--- src/rtl/mby_msh_ingress_vc_buf.sv ---
// Credit-managed ingress buffer: NUM_VC independent FIFOs, round-robin
// arbitration into one registered output stage, one credit per drained entry.

// Single virtual-channel FIFO: storage, pointers and occupancy.
module mby_msh_ingress_vc_fifo #(
   parameter int DEPTH  = 8,
   parameter int DATA_W = 64,
   parameter int CNT_W  = $clog2(DEPTH) + 1
) (
   input  logic              clk,
   input  logic              rst,
   input  logic              push,
   input  logic [DATA_W-1:0] wr_data,
   input  logic              pop,
   output logic [DATA_W-1:0] rd_data,
   output logic [CNT_W-1:0]  occ
);
   localparam int PTR_W = $clog2(DEPTH);

   logic [DATA_W-1:0] mem_q [DEPTH];
   logic [PTR_W-1:0]  wr_ptr_q, wr_ptr_d;
   logic [PTR_W-1:0]  rd_ptr_q, rd_ptr_d;
   logic [CNT_W-1:0]  occ_q, occ_d;

   // Pointer advance and occupancy update; push+pop together leaves occ as is.
   always_comb begin
      wr_ptr_d = wr_ptr_q;
      rd_ptr_d = rd_ptr_q;
      occ_d    = occ_q;
      if (push) wr_ptr_d = wr_ptr_q + PTR_W'(1);
      if (pop)  rd_ptr_d = rd_ptr_q + PTR_W'(1);
      case ({push, pop})
         2'b10:   occ_d = occ_q + CNT_W'(1);
         2'b01:   occ_d = occ_q - CNT_W'(1);
         default: occ_d = occ_q;
      endcase
   end

   // Control state, cleared asynchronously.
   always_ff @(posedge clk or posedge rst) begin
      if (rst) begin
         wr_ptr_q <= '0;
         rd_ptr_q <= '0;
         occ_q    <= '0;
      end else begin
         wr_ptr_q <= wr_ptr_d;
         rd_ptr_q <= rd_ptr_d;
         occ_q    <= occ_d;
      end
   end

   // Payload storage; contents are only read when occ is non-zero, so no reset.
   always_ff @(posedge clk) begin
      if (push) mem_q[wr_ptr_q] <= wr_data;
   end

   assign rd_data = mem_q[rd_ptr_q];
   assign occ     = occ_q;
endmodule

module mby_msh_ingress_vc_buf #(
   parameter  int NUM_VC = 2,
   parameter  int DEPTH  = 8,
   parameter  int DATA_W = 64,
   localparam int VC_W   = (NUM_VC > 1) ? $clog2(NUM_VC) : 1,
   localparam int CNT_W  = $clog2(DEPTH) + 1
) (
   input  logic                    mclk,
   input  logic                    mhreset,
   input  logic                    i_vld,
   input  logic [VC_W-1:0]         i_vc,
   input  logic [DATA_W-1:0]       i_data,
   output logic                    o_vld,
   output logic [VC_W-1:0]         o_vc,
   output logic [DATA_W-1:0]       o_data,
   input  logic                    i_rdy,
   output logic [NUM_VC-1:0]       o_crdt_rtn,
   output logic [NUM_VC*CNT_W-1:0] o_occ,
   output logic                    o_ovfl_err,
   output logic [VC_W-1:0]         o_ovfl_vc
);
   logic [CNT_W-1:0]  occ     [NUM_VC];
   logic [DATA_W-1:0] rd_data [NUM_VC];
   logic [NUM_VC-1:0] push_en, pop_en;
   logic              push_drop;
   logic              stage_free, grant;
   logic [VC_W-1:0]   win;

   logic              o_vld_q, o_vld_d;
   logic [VC_W-1:0]   o_vc_q, o_vc_d;
   logic [DATA_W-1:0] o_data_q, o_data_d;
   logic [NUM_VC-1:0] crdt_q, crdt_d;
   logic [VC_W-1:0]   rr_q, rr_d;
   logic              ovfl_err_q, ovfl_err_d;
   logic [VC_W-1:0]   ovfl_vc_q, ovfl_vc_d;

   for (genvar v = 0; v < NUM_VC; v++) begin : g_vc
      mby_msh_ingress_vc_fifo #(.DEPTH(DEPTH), .DATA_W(DATA_W), .CNT_W(CNT_W)) u_fifo (
         .clk     (mclk),
         .rst     (mhreset),
         .push    (push_en[v]),
         .wr_data (i_data),
         .pop     (pop_en[v]),
         .rd_data (rd_data[v]),
         .occ     (occ[v])
      );
      assign o_occ[v*CNT_W +: CNT_W] = occ[v];
   end

   // Push decode on start-of-cycle occupancy; an out-of-range VC matches no FIFO and drops.
   always_comb begin
      push_en = '0;
      for (int v = 0; v < NUM_VC; v++) begin
         if (i_vld && (i_vc == VC_W'(v)) && (occ[v] != CNT_W'(DEPTH))) push_en[v] = 1'b1;
      end
      push_drop = i_vld && (push_en == '0);
   end

   // Round-robin search from rr over non-empty VCs; only granted when the stage frees up.
   always_comb begin
      stage_free = !o_vld_q || i_rdy;
      grant      = 1'b0;
      win        = '0;
      for (int k = 0; k < NUM_VC; k++) begin
         if (!grant && (occ[(int'(rr_q) + k) % NUM_VC] != '0)) begin
            grant = 1'b1;
            win   = VC_W'((int'(rr_q) + k) % NUM_VC);
         end
      end
      grant  = grant && stage_free;
      pop_en = '0;
      for (int v = 0; v < NUM_VC; v++) begin
         if (grant && (win == VC_W'(v))) pop_en[v] = 1'b1;
      end
   end

   // Output stage load/hold/drain, credit pulse and rr advance.
   always_comb begin
      o_vld_d  = o_vld_q;
      o_vc_d   = o_vc_q;
      o_data_d = o_data_q;
      rr_d     = rr_q;
      crdt_d   = pop_en;
      if (grant) begin
         o_vld_d = 1'b1;
         o_vc_d  = win;
         for (int v = 0; v < NUM_VC; v++) begin
            if (pop_en[v]) o_data_d = rd_data[v];
         end
         rr_d = (int'(win) == NUM_VC - 1) ? '0 : win + VC_W'(1);
      end else if (stage_free) begin
         o_vld_d = 1'b0;
      end
   end

   // Sticky overflow flag; the VC is captured only on the first drop.
   always_comb begin
      ovfl_err_d = ovfl_err_q | push_drop;
      ovfl_vc_d  = (push_drop && !ovfl_err_q) ? i_vc : ovfl_vc_q;
   end

   // Output stage, arbiter and error state registers.
   always_ff @(posedge mclk or posedge mhreset) begin
      if (mhreset) begin
         o_vld_q    <= 1'b0;
         o_vc_q     <= '0;
         o_data_q   <= '0;
         crdt_q     <= '0;
         rr_q       <= '0;
         ovfl_err_q <= 1'b0;
         ovfl_vc_q  <= '0;
      end else begin
         o_vld_q    <= o_vld_d;
         o_vc_q     <= o_vc_d;
         o_data_q   <= o_data_d;
         crdt_q     <= crdt_d;
         rr_q       <= rr_d;
         ovfl_err_q <= ovfl_err_d;
         ovfl_vc_q  <= ovfl_vc_d;
      end
   end

   assign o_vld      = o_vld_q;
   assign o_vc       = o_vc_q;
   assign o_data     = o_data_q;
   assign o_crdt_rtn = crdt_q;
   assign o_ovfl_err = ovfl_err_q;
   assign o_ovfl_vc  = ovfl_vc_q;
endmodule

--- config.mk ---
export PLATFORM = sky130hd
export DESIGN_NAME = mby_msh_ingress_vc_buf
export DESIGN_NICKNAME = d
export VERILOG_FILES = /design/src/rtl/mby_msh_ingress_vc_buf.sv
export SDC_FILE = /design/constraint.sdc
export NUM_CORES = 1
export LEC_CHECK = 0
export CAP_MARGIN = 20
export CORE_MARGIN = 2
export CORE_UTILIZATION = 53
export CTS_CLUSTER_SIZE = 10
export DETAILED_ROUTE_END_ITERATION = 12
export PLACE_DENSITY = 0.73
export SLEW_MARGIN = 20
export SYNTH_ARGS = -nofsm -noshare
export SYNTH_HDL_FRONTEND = slang
export SYNTH_SLANG_ARGS = --single-unit
--- constraint.sdc ---
create_clock -name mclk -period 8.6 [get_ports mclk]
set_input_delay 1.72 -clock mclk [delete_from_list [all_inputs] [get_ports mclk]]
set_output_delay 1.72 -clock mclk [all_outputs]
set_load 0.01 [all_outputs]
==> metrics.log, run 1 <==
INFO  metric fillers = around 5400
INFO  metric cpLargestDelayFamily = buffers and inverters
INFO  metric gp_congestion = between 0.7 and 0.8
INFO  metric initial_core_util = between 50% and 60%
INFO  metric power.total = about 16 mW
INFO  metric power_leakage = ~16 nW
INFO  metric tightestPinTransition = 1176 ps
INFO  metric slew_limit_fails = 0
INFO  metric cts_tree = yes
INFO  metric rows = between 100 and 150
INFO  metric rsz0062_at_grt = false
INFO  metric required = roughly 8900 ps
INFO  metric clock_sink_count = roughly 1100
INFO  metric chipHeight = approximately 290 um
INFO  metric design.core.area = a little under 80000 um2
INFO  metric pwr_density_cell = approximately 320 nW/um2
INFO  metric synthesis.instances = 1830
INFO  metric worstSetupEndpointType = flip-flop
INFO  metric worst_slew_margin_relative_to_its_limit = between 20% and 30%
INFO  metric finalSetupViolCount = 0
INFO  metric fin_crit = 4297 ps
INFO  metric final_min_period_over_clock_period = about 50%
INFO  metric synth_flop_type = sky130_fd_sc_hd__edfxtp_1
INFO  metric crit_path_top_delay_cell = sky130_fd_sc_hd__buf_4
INFO  metric ir_drop = about 270 uV
INFO  metric cp_slowest_stage_delay = a little over 600 ps
INFO  metric min_from = o_vc
INFO  metric run_status = completed
INFO  metric r2r.worst_path.cells = 11
INFO  metric ff_latch_area = between 30000 and 40000 um2
INFO  metric crit_path_max_fanout = 35
INFO  metric detailed_route_iter0_violations = 1756
INFO  metric grt_remaining_overflow = 0
INFO  metric worst_hold_path_type = reg2reg
INFO  metric synth_edf_count = a little over 1000
INFO  metric final_nets = about 2100
INFO  metric drv.max_cap_violation_count = 0
INFO  metric critical_path_type = in2reg
INFO  metric place.port_buffers = between 100 and 150
INFO  metric synth.cell_area = around 42000 um2
INFO  metric worstSetupStartpointType = primary input
INFO  metric timing.critical_path.cells = clkdlybuf4s50_1 -> nand2_1 -> a21oi_1 -> clkinv_1 -> nor4b_4 -> buf_4 -> buf_4
INFO  metric place_ws = 3587 ps
INFO  metric crit_top_cell = sky130_fd_sc_hd__buf_4
INFO  metric num_vias = ~19000
INFO  metric vias_in_the_first_global_route = around 21000
INFO  metric clock_latency = between 600 and 700 ps
INFO  metric grt_usage = about 22%
INFO  metric layout-drive-gt1-share = around a quarter
INFO  metric synth_area_leaders = sky130_fd_sc_hd__edfxtp_1, sky130_fd_sc_hd__mux4_2, sky130_fd_sc_hd__dfrtp_1
INFO  metric yosys_register_bits = approximately 1100
INFO  metric vias_per_cell = between 6 and 7
INFO  metric cts.root.buffer_cell = sky130_fd_sc_hd__clkbuf_16
INFO  metric drt_pass1_iterations = 5
INFO  metric grt_first_pass_wirelength = 131100 um
INFO  metric avgSynthCellArea = between 20 and 25 um2
INFO  metric asr_flop_ratio_synth = under 10%
INFO  metric detailedPlacementHpwl = roughly 46000 um
INFO  metric yosysTopAreaCellShare = between 70% and 80%
INFO  metric r2r_start = g_vc[1].u_fifo.occ[1]
INFO  metric max_freq = approximately 0.23 GHz
INFO  metric worst-endpoint-arrival = between 4000 and 5000 ps
INFO  metric worstPathBufferInverterCount = 4
INFO  metric worstHoldEndpoint = o_vc
INFO  metric min_delay_path_depth = 2
INFO  metric grt_max_degree = a little over 70
INFO  metric worst_r2r_endpoint = g_vc[1].u_fifo.occ[2]
INFO  metric seq_area_frac_synth = between 70 and 80%
INFO  metric cts.repair_timing.setup_buffer_count = 0
INFO  metric cts_buffers = about 120
INFO  metric cts.repair.resized = 0
INFO  metric detail_route.wl_per_cell = around 27 um
INFO  metric die_outline_area = 81770 um2
INFO  metric antenna_found_initial = 4
INFO  metric areaGrowthSynthToFinish = 15.17%
INFO  metric cts.path.max_buffers = 3
INFO  metric h_tree_depth_reported_by_cts = 3
INFO  metric synth_top_area_cell = sky130_fd_sc_hd__edfxtp_1
INFO  metric postCtsHoldBufs = 0
INFO  metric drc_errors = 0
INFO  metric route.antenna.remaining_nets = 0
INFO  metric final-hold-violation-count = 0
INFO  metric multi_input_area = around 8800 um2
INFO  metric ys_warn_count = 0
INFO  metric die-width = roughly 290 um
INFO  metric synth_nets = about 1900
INFO  metric hold_ws = 496.0 ps
INFO  metric synth_cell_types = 38
INFO  metric worst_setup_hold_path_clk_slew = about 60 ps
INFO  metric routed_wl = between 80000 and 90000 um
INFO  metric top_level_ports = ~150
INFO  metric r2r_slack = approximately 5000 ps
INFO  metric fin_skew = approximately 20 ps
INFO  metric timing.setup.tns = 0 ps
INFO  metric setup_slack_after_layout = around 4300 ps
registers in the layout (all words and copies together), names as in the netlist:
| register | cells |
|---|---|
| o_vld | 1 |
| o_ovfl_err | 1 |
| o_vc | 1 |
| g_vc.u_fifo.rd_ptr_q | 6 |
| o_ovfl_vc | 1 |
| g_vc.u_fifo.mem_q | 1024 |
| rr_q | 1 |
| g_vc.u_fifo.occ | 8 |
| o_crdt_rtn | 2 |
| o_data | 64 |
| g_vc.u_fifo.wr_ptr_q | 6 |
worst max path at each step:
stage	startpoint	endpoint	slack, ps	cells past startpoint
final	i_vld	g_vc[1].u_fifo.mem_q[4][8]	4300	7
after global routing	i_vld	g_vc[1].u_fifo.mem_q[4][8]	4110	7
after CTS	i_vld	g_vc[1].u_fifo.mem_q[4][8]	4300	7
after detailed placement	i_vld	g_vc[1].u_fifo.mem_q[4][11]	3590	7
after global placement	i_vc	g_vc[1].u_fifo.mem_q[4][14]	3680	7
after floorplan	i_vld	g_vc[0].u_fifo.mem_q[5][0]	1110	4
report_power, final:
part | internal (mW) | switching (mW) | leakage (nW) | total [mW]
clock | 2.68 | 1.95 | 1.67 | 4.63
combinational | 2.06 | 1.89 | 3.50 | 3.95
sequential | 6.54 | 0.498 | 10.3 | 7.03
total | 11.3 | 4.34 | 15.5 | 15.6
metal layers:
metal,part of all wire [%],GRT usage [%]
met5,0.025,0
met2,52,37.35
met3,5.9,3.293
met4,1.8,5.759
met1,40,29.17
worst reg2reg max path, stage by stage (launching register included):
cell                       delay [ps]
sky130_fd_sc_hd__dfrtp_1          470
sky130_fd_sc_hd__or4_4            610
sky130_fd_sc_hd__o211ai_1         120
sky130_fd_sc_hd__buf_4            780
sky130_fd_sc_hd__inv_1            270
sky130_fd_sc_hd__ha_1             330
sky130_fd_sc_hd__xor2_1           170
sky130_fd_sc_hd__ha_1             180
sky130_fd_sc_hd__a21oi_1          140
sky130_fd_sc_hd__xor2_1           180
sky130_fd_sc_hd__nor2_1            70
sky130_fd_sc_hd__xor2_1           140
synthesized netlist by cell type, types with 2 or more instances:
library cell and count:
sky130_fd_sc_hd__edfxtp_1 1024, sky130_fd_sc_hd__mux4_2 256, sky130_fd_sc_hd__dfrtp_1 91, sky130_fd_sc_hd__mux2_2 67, sky130_fd_sc_hd__mux2i_1 64, sky130_fd_sc_hd__a22oi_1 63
sky130_fd_sc_hd__o21ai_0 55, sky130_fd_sc_hd__clkbuf_1 47, sky130_fd_sc_hd__buf_2 35, sky130_fd_sc_hd__nand2_1 21, sky130_fd_sc_hd__o21ai_1 13, sky130_fd_sc_hd__buf_1 10
sky130_fd_sc_hd__ha_1 10, sky130_fd_sc_hd__xnor2_1 9, sky130_fd_sc_hd__xor2_1 9, sky130_fd_sc_hd__nor2_1 6, sky130_fd_sc_hd__nor3b_1 6, sky130_fd_sc_hd__a21oi_1 5
sky130_fd_sc_hd__nor3_1 5, sky130_fd_sc_hd__nor4b_1 5, sky130_fd_sc_hd__nor2b_1 4, sky130_fd_sc_hd__inv_1 3, sky130_fd_sc_hd__nor4_1 3, sky130_fd_sc_hd__and3b_1 2
sky130_fd_sc_hd__buf_4 2, sky130_fd_sc_hd__clkinv_1 2, sky130_fd_sc_hd__nand3b_1 2
layout make-up:
type	count	share of cell area, %
flip-flops and latches	1115	68.11
multi-input cells	615	18.21
clock buffers	224	7.124
repair buffers	186	3.638
well taps	1050	2.707
clock inverters	6	0.1624
inverters	5	0.04383
diodes	2	0.01031
cell usage in the layout, fill, tap and decap left out, types with 5 or more instances in the layout:
master and n:
sky130_fd_sc_hd__a21oi_1 5, sky130_fd_sc_hd__a22oi_1 63, sky130_fd_sc_hd__buf_4 39, sky130_fd_sc_hd__clkbuf_1 101
sky130_fd_sc_hd__clkbuf_16 123, sky130_fd_sc_hd__clkdlybuf4s50_1 146, sky130_fd_sc_hd__dfrtp_1 85, sky130_fd_sc_hd__dfrtp_4 6
sky130_fd_sc_hd__edfxtp_1 1024, sky130_fd_sc_hd__ha_1 10, sky130_fd_sc_hd__mux2_2 67, sky130_fd_sc_hd__mux2i_1 64
sky130_fd_sc_hd__mux4_2 256, sky130_fd_sc_hd__nand2_1 21, sky130_fd_sc_hd__o21ai_0 55, sky130_fd_sc_hd__o21ai_1 12
sky130_fd_sc_hd__xnor2_1 9, sky130_fd_sc_hd__xor2_1 9
cells by family (layout without fill, tap and decap cells):
family / after synthesis / count (layout) / synth area share, %
DFF: 1115 / 1115 / 78.39
muxes: 388 / 388 / 17.02
AOI/OAI and AO/OA: 141 / 141 / 2.132
buffers and inverters: 100 / 421 / 1.016
and+or+nand+nor: 58 / 58 / 0.7721
xor gates and xnor gates: 18 / 18 / 0.3742
adders and majority gates: 10 / 10 / 0.2970
other: 0 / 2 / 0
metrics by stage:
step	cells	util (%)	cell area (um2)
floorplan	1830	-	42170
global placement	2971	57.03	44980
detailed placement	2971	57.03	44980
CTS	3201	61.51	48520
global route	3203	61.53	48530
finish	3203	61.53	48530
(Power assumes the default switching activity.)
==> inputs of run 2 (changes only) <==
- PLACE_DENSITY: 0.73 -> 0.71
- clock period: 8.6 -> 4.1 ns (I/O delays scaled with it)
==> metrics.log, run 2 (synthesis results as in run 1) <==
INFO  metric run_status = completed
INFO  metric route.antenna.remaining_nets = 0 (unchanged)
INFO  metric worst_r2r_endpoint = g_vc[0].u_fifo.rd_ptr_q[1]
INFO  metric grt_first_pass_wirelength = 134900 um (+2.9%)
INFO  metric vias_per_cell = 6.098 (+1.4%)
INFO  metric cts.repair_timing.setup_buffer_count = 0 (unchanged)
INFO  metric drv.max_cap_violation_count = 0 (unchanged)
INFO  metric clock_latency = 710 ps (+30 ps)
INFO  metric grt_use_met2 = 37.43% (+0.085 points)
INFO  metric r2r.worst_path.cells = 5 (-6)
INFO  metric worst_slew_margin_relative_to_its_limit = 31.87% (+10 points)
INFO  metric die_outline_area = 81770 um2 (unchanged)
INFO  metric hold_ws = 484.2 ps (-11.83 ps)
INFO  metric clock_sink_count = 1115 (unchanged)
INFO  metric largest_reg_flops = 1024 (unchanged)
INFO  metric r2r_slack = 1060 ps (-3960 ps)
INFO  metric die-width = 286.0 um (unchanged)
INFO  metric r2r_start = g_vc[1].u_fifo.occ[1]
INFO  metric crit_top_cell = sky130_fd_sc_hd__buf_4
INFO  metric design.core.area = 78870 um2 (unchanged)
INFO  metric cts_tree = yes
INFO  metric drt_pass1_iterations = 7 (+2)
INFO  metric final-hold-violation-count = 0 (unchanged)
INFO  metric rows = 103 (unchanged)
INFO  metric most-common-layout-cells = sky130_fd_sc_hd__edfxtp_1, sky130_fd_sc_hd__mux4_2, sky130_fd_sc_hd__clkdlybuf4s50_1, sky130_fd_sc_hd__clkbuf_16, sky130_fd_sc_hd__dfrtp_1
INFO  metric worstPathBufferInverterCount = 2 (-2)
INFO  metric worstSetupStartpointType = flip-flop
INFO  metric top_usage_layer = met2
INFO  metric timing.setup.tns = 0 ps (unchanged)
INFO  metric timing.critical_path.cells = or4_4 -> a221oi_4 -> buf_4 -> buf_4 -> mux2_1
INFO  metric cts_buffers = 130 (+7.4%)
INFO  metric crit_path_max_fanout = 47 (+34%)
INFO  metric worst-endpoint-arrival = 3630 ps (-970 ps)
INFO  metric most_common_cell_after_layout_fill_and_taps_aside = sky130_fd_sc_hd__edfxtp_1
INFO  metric max_freq = 0.3289 GHz
INFO  metric post-route-cell-area = 49400 um2 (+1.8%)
INFO  metric min_delay_path_depth = 2 (unchanged)
INFO  metric antenna_found_initial = 2 (-2)
INFO  metric grt_use_met3 = 4.466% (+1.2 points)
INFO  metric num_vias = 19600 (+1.7%)
INFO  metric cts.root.buffer_cell = sky130_fd_sc_hd__clkbuf_16
INFO  metric detailed_place.area = 45550 um2 (+1.3%)
INFO  metric chipHeight = 286.0 um (unchanged)
INFO  metric postCtsHoldBufs = 0 (unchanged)
INFO  metric power.total = 33.84 mW (+120%)
INFO  metric min_from = o_vc
INFO  metric grt_max_degree = 68 (-5.6%)
INFO  metric areaGrowthSynthToFinish = 17.24%
INFO  metric worstSetupEndpointType = flip-flop
INFO  metric critical_path_type = reg2reg
INFO  metric layout-drive-gt1-share = 25.42% (+1.3 points)
INFO  metric detailed_route_iter0_violations = 1869 (+6.4%)
INFO  metric rsz0062_at_grt = false
INFO  metric placed_cells = 2983 (+0.40%)
INFO  metric tightestPinTransition = 1022 ps (-153.6 ps)
INFO  metric worstHoldEndpoint = o_vc
INFO  metric detailedPlacementHpwl = 48270 um (+6.1%)
INFO  metric worst_setup_hold_path_clk_slew = 60 ps (about the same)
INFO  metric power_leakage = 15.88 nW (+2.4%)
INFO  metric initial_core_util = 53.42% (unchanged)
INFO  metric cpLargestDelayFamily = buffers and inverters
INFO  metric largest_register = g_vc.u_fifo.mem_q
INFO  metric ir_drop = 620.9 uV (+130%)
INFO  metric cts.path.max_buffers = 3 (unchanged)
INFO  metric pwr_density_cell = 685.0 nW/um2 (+110%)
INFO  metric gp_congestion = 0.7386 (unchanged)
INFO  metric cts.repair.resized = 0 (unchanged)
INFO  metric crit_path_top_delay_cell = sky130_fd_sc_hd__buf_4
INFO  metric fin_skew = 20.55 ps (+0.3041 ps)
INFO  metric slew_limit_fails = 0 (unchanged)
INFO  metric worst_hold_path_type = reg2reg
INFO  metric required = 4690 ps (-4210 ps)
INFO  metric grt_remaining_overflow = 0 (unchanged)
INFO  metric finalSetupViolCount = 0 (unchanged)
INFO  metric routed_wl = 90090 um (+4.1%)
INFO  metric drc_errors = 0 (unchanged)
INFO  metric place.port_buffers = 146 (unchanged)
INFO  metric layout.cells.non_filler = 3214 (+0.34%)
INFO  metric h_tree_depth_reported_by_cts = 4 (+1)
INFO  metric cp_slowest_stage_delay = 710 ps (+100 ps)
INFO  metric final_nets = 2145 (+1.0%)
INFO  metric top_level_ports = 147 (unchanged)
INFO  metric grt_usage = 22.55% (+0.90 points)
INFO  metric final_min_period_over_clock_period = 74.16%
INFO  metric fin_crit = 3041 ps
INFO  metric groute.layer.met1.usage = 30.51% (+1.3 points)
INFO  metric insertedDiodeCount = 0 (-2)
INFO  metric vias_in_the_first_global_route = 20804 (+1.5%)
INFO  metric detail_route.wl_per_cell = 28.03 um (+3.7%)
-- run 2: cell count changes in the layout (fill, tap and decap cells not counted), moves of 2 or more --
cell / previous run / this run
sky130_fd_sc_hd__nor3b_4: 0 / 4
sky130_fd_sc_hd__nor3b_2: 4 / 0
sky130_fd_sc_hd__inv_6: 1 / 5
sky130_fd_sc_hd__diode_2: 2 / 0
sky130_fd_sc_hd__nor3_4: 0 / 4
sky130_fd_sc_hd__inv_16: 0 / 2
sky130_fd_sc_hd__nor3_2: 4 / 0
sky130_fd_sc_hd__buf_12: 0 / 34
sky130_fd_sc_hd__buf_4: 39 / 18
sky130_fd_sc_hd__clkbuf_1: 101 / 84
sky130_fd_sc_hd__clkbuf_16: 123 / 134
-- run 2: worst register-to-register path, delay by kind of cell, from the launching register on --
kind	cells	cell delay [ps]
simple gates	1	610
compound gates	1	290
flops	1	480
mux	1	410
buf+inv	2	1120
-- run 2: metrics by stage --
| step | util [%] | setup WS (ps) |
|---|---|---|
| finish | 62.63 | 1059 |
| global route | 62.63 | 984.6 |
| CTS | 62.60 | 1090 |
| detailed placement | 57.75 | 475.2 |
| global placement | 57.75 | 564.0 |
| floorplan | - | -1429 |
-- run 2: worst max path at each step --
stage	slack, ps	endpoint	from	cells past startpoint
4_1_cts	1090	g_vc[0].u_fifo.rd_ptr_q[1]	g_vc[1].u_fifo.occ[1]	5
3_5_place_dp	480	g_vc[1].u_fifo.mem_q[4][12]	i_vld	6
3_3_place_gp	560	g_vc[1].u_fifo.mem_q[4][12]	i_vld	6
5_1_grt	980	g_vc[0].u_fifo.rd_ptr_q[1]	g_vc[1].u_fifo.occ[0]	5
6_report	1060	g_vc[0].u_fifo.rd_ptr_q[1]	g_vc[1].u_fifo.occ[1]	5
2_1_floorplan	-1430	g_vc[1].u_fifo.mem_q[4][0]	i_vc	4
-- run 2: power breakdown --
| group | switching (mW) | internal, mW | total, mW |
|---|---|---|---|
| clock network | 4.28 | 6.11 | 10.4 |
| registers | 1.25 | 13.7 | 14.9 |
| logic | 3.96 | 4.54 | 8.50 |
-- run 2: area by class of cell --
cell class              count  area (um2)
repair buffers            199        2305
flip-flops and latches   1115       33050
multi-input cells         615        8885
well taps                1050        1314
clock buffers             219        3682
inverters                   5       22.52
fillers                  5233       29470
clock inverters            11       140.1
-- run 2: routing by layer --
layer	up-vias	wire [um]	share of wire (%)
met2	692	45920	51
met3	134	5542	6.2
met5	-	8	0.0089
met1	10566	36640	41
li1	8206	-	-
met4	2	1977	2.2
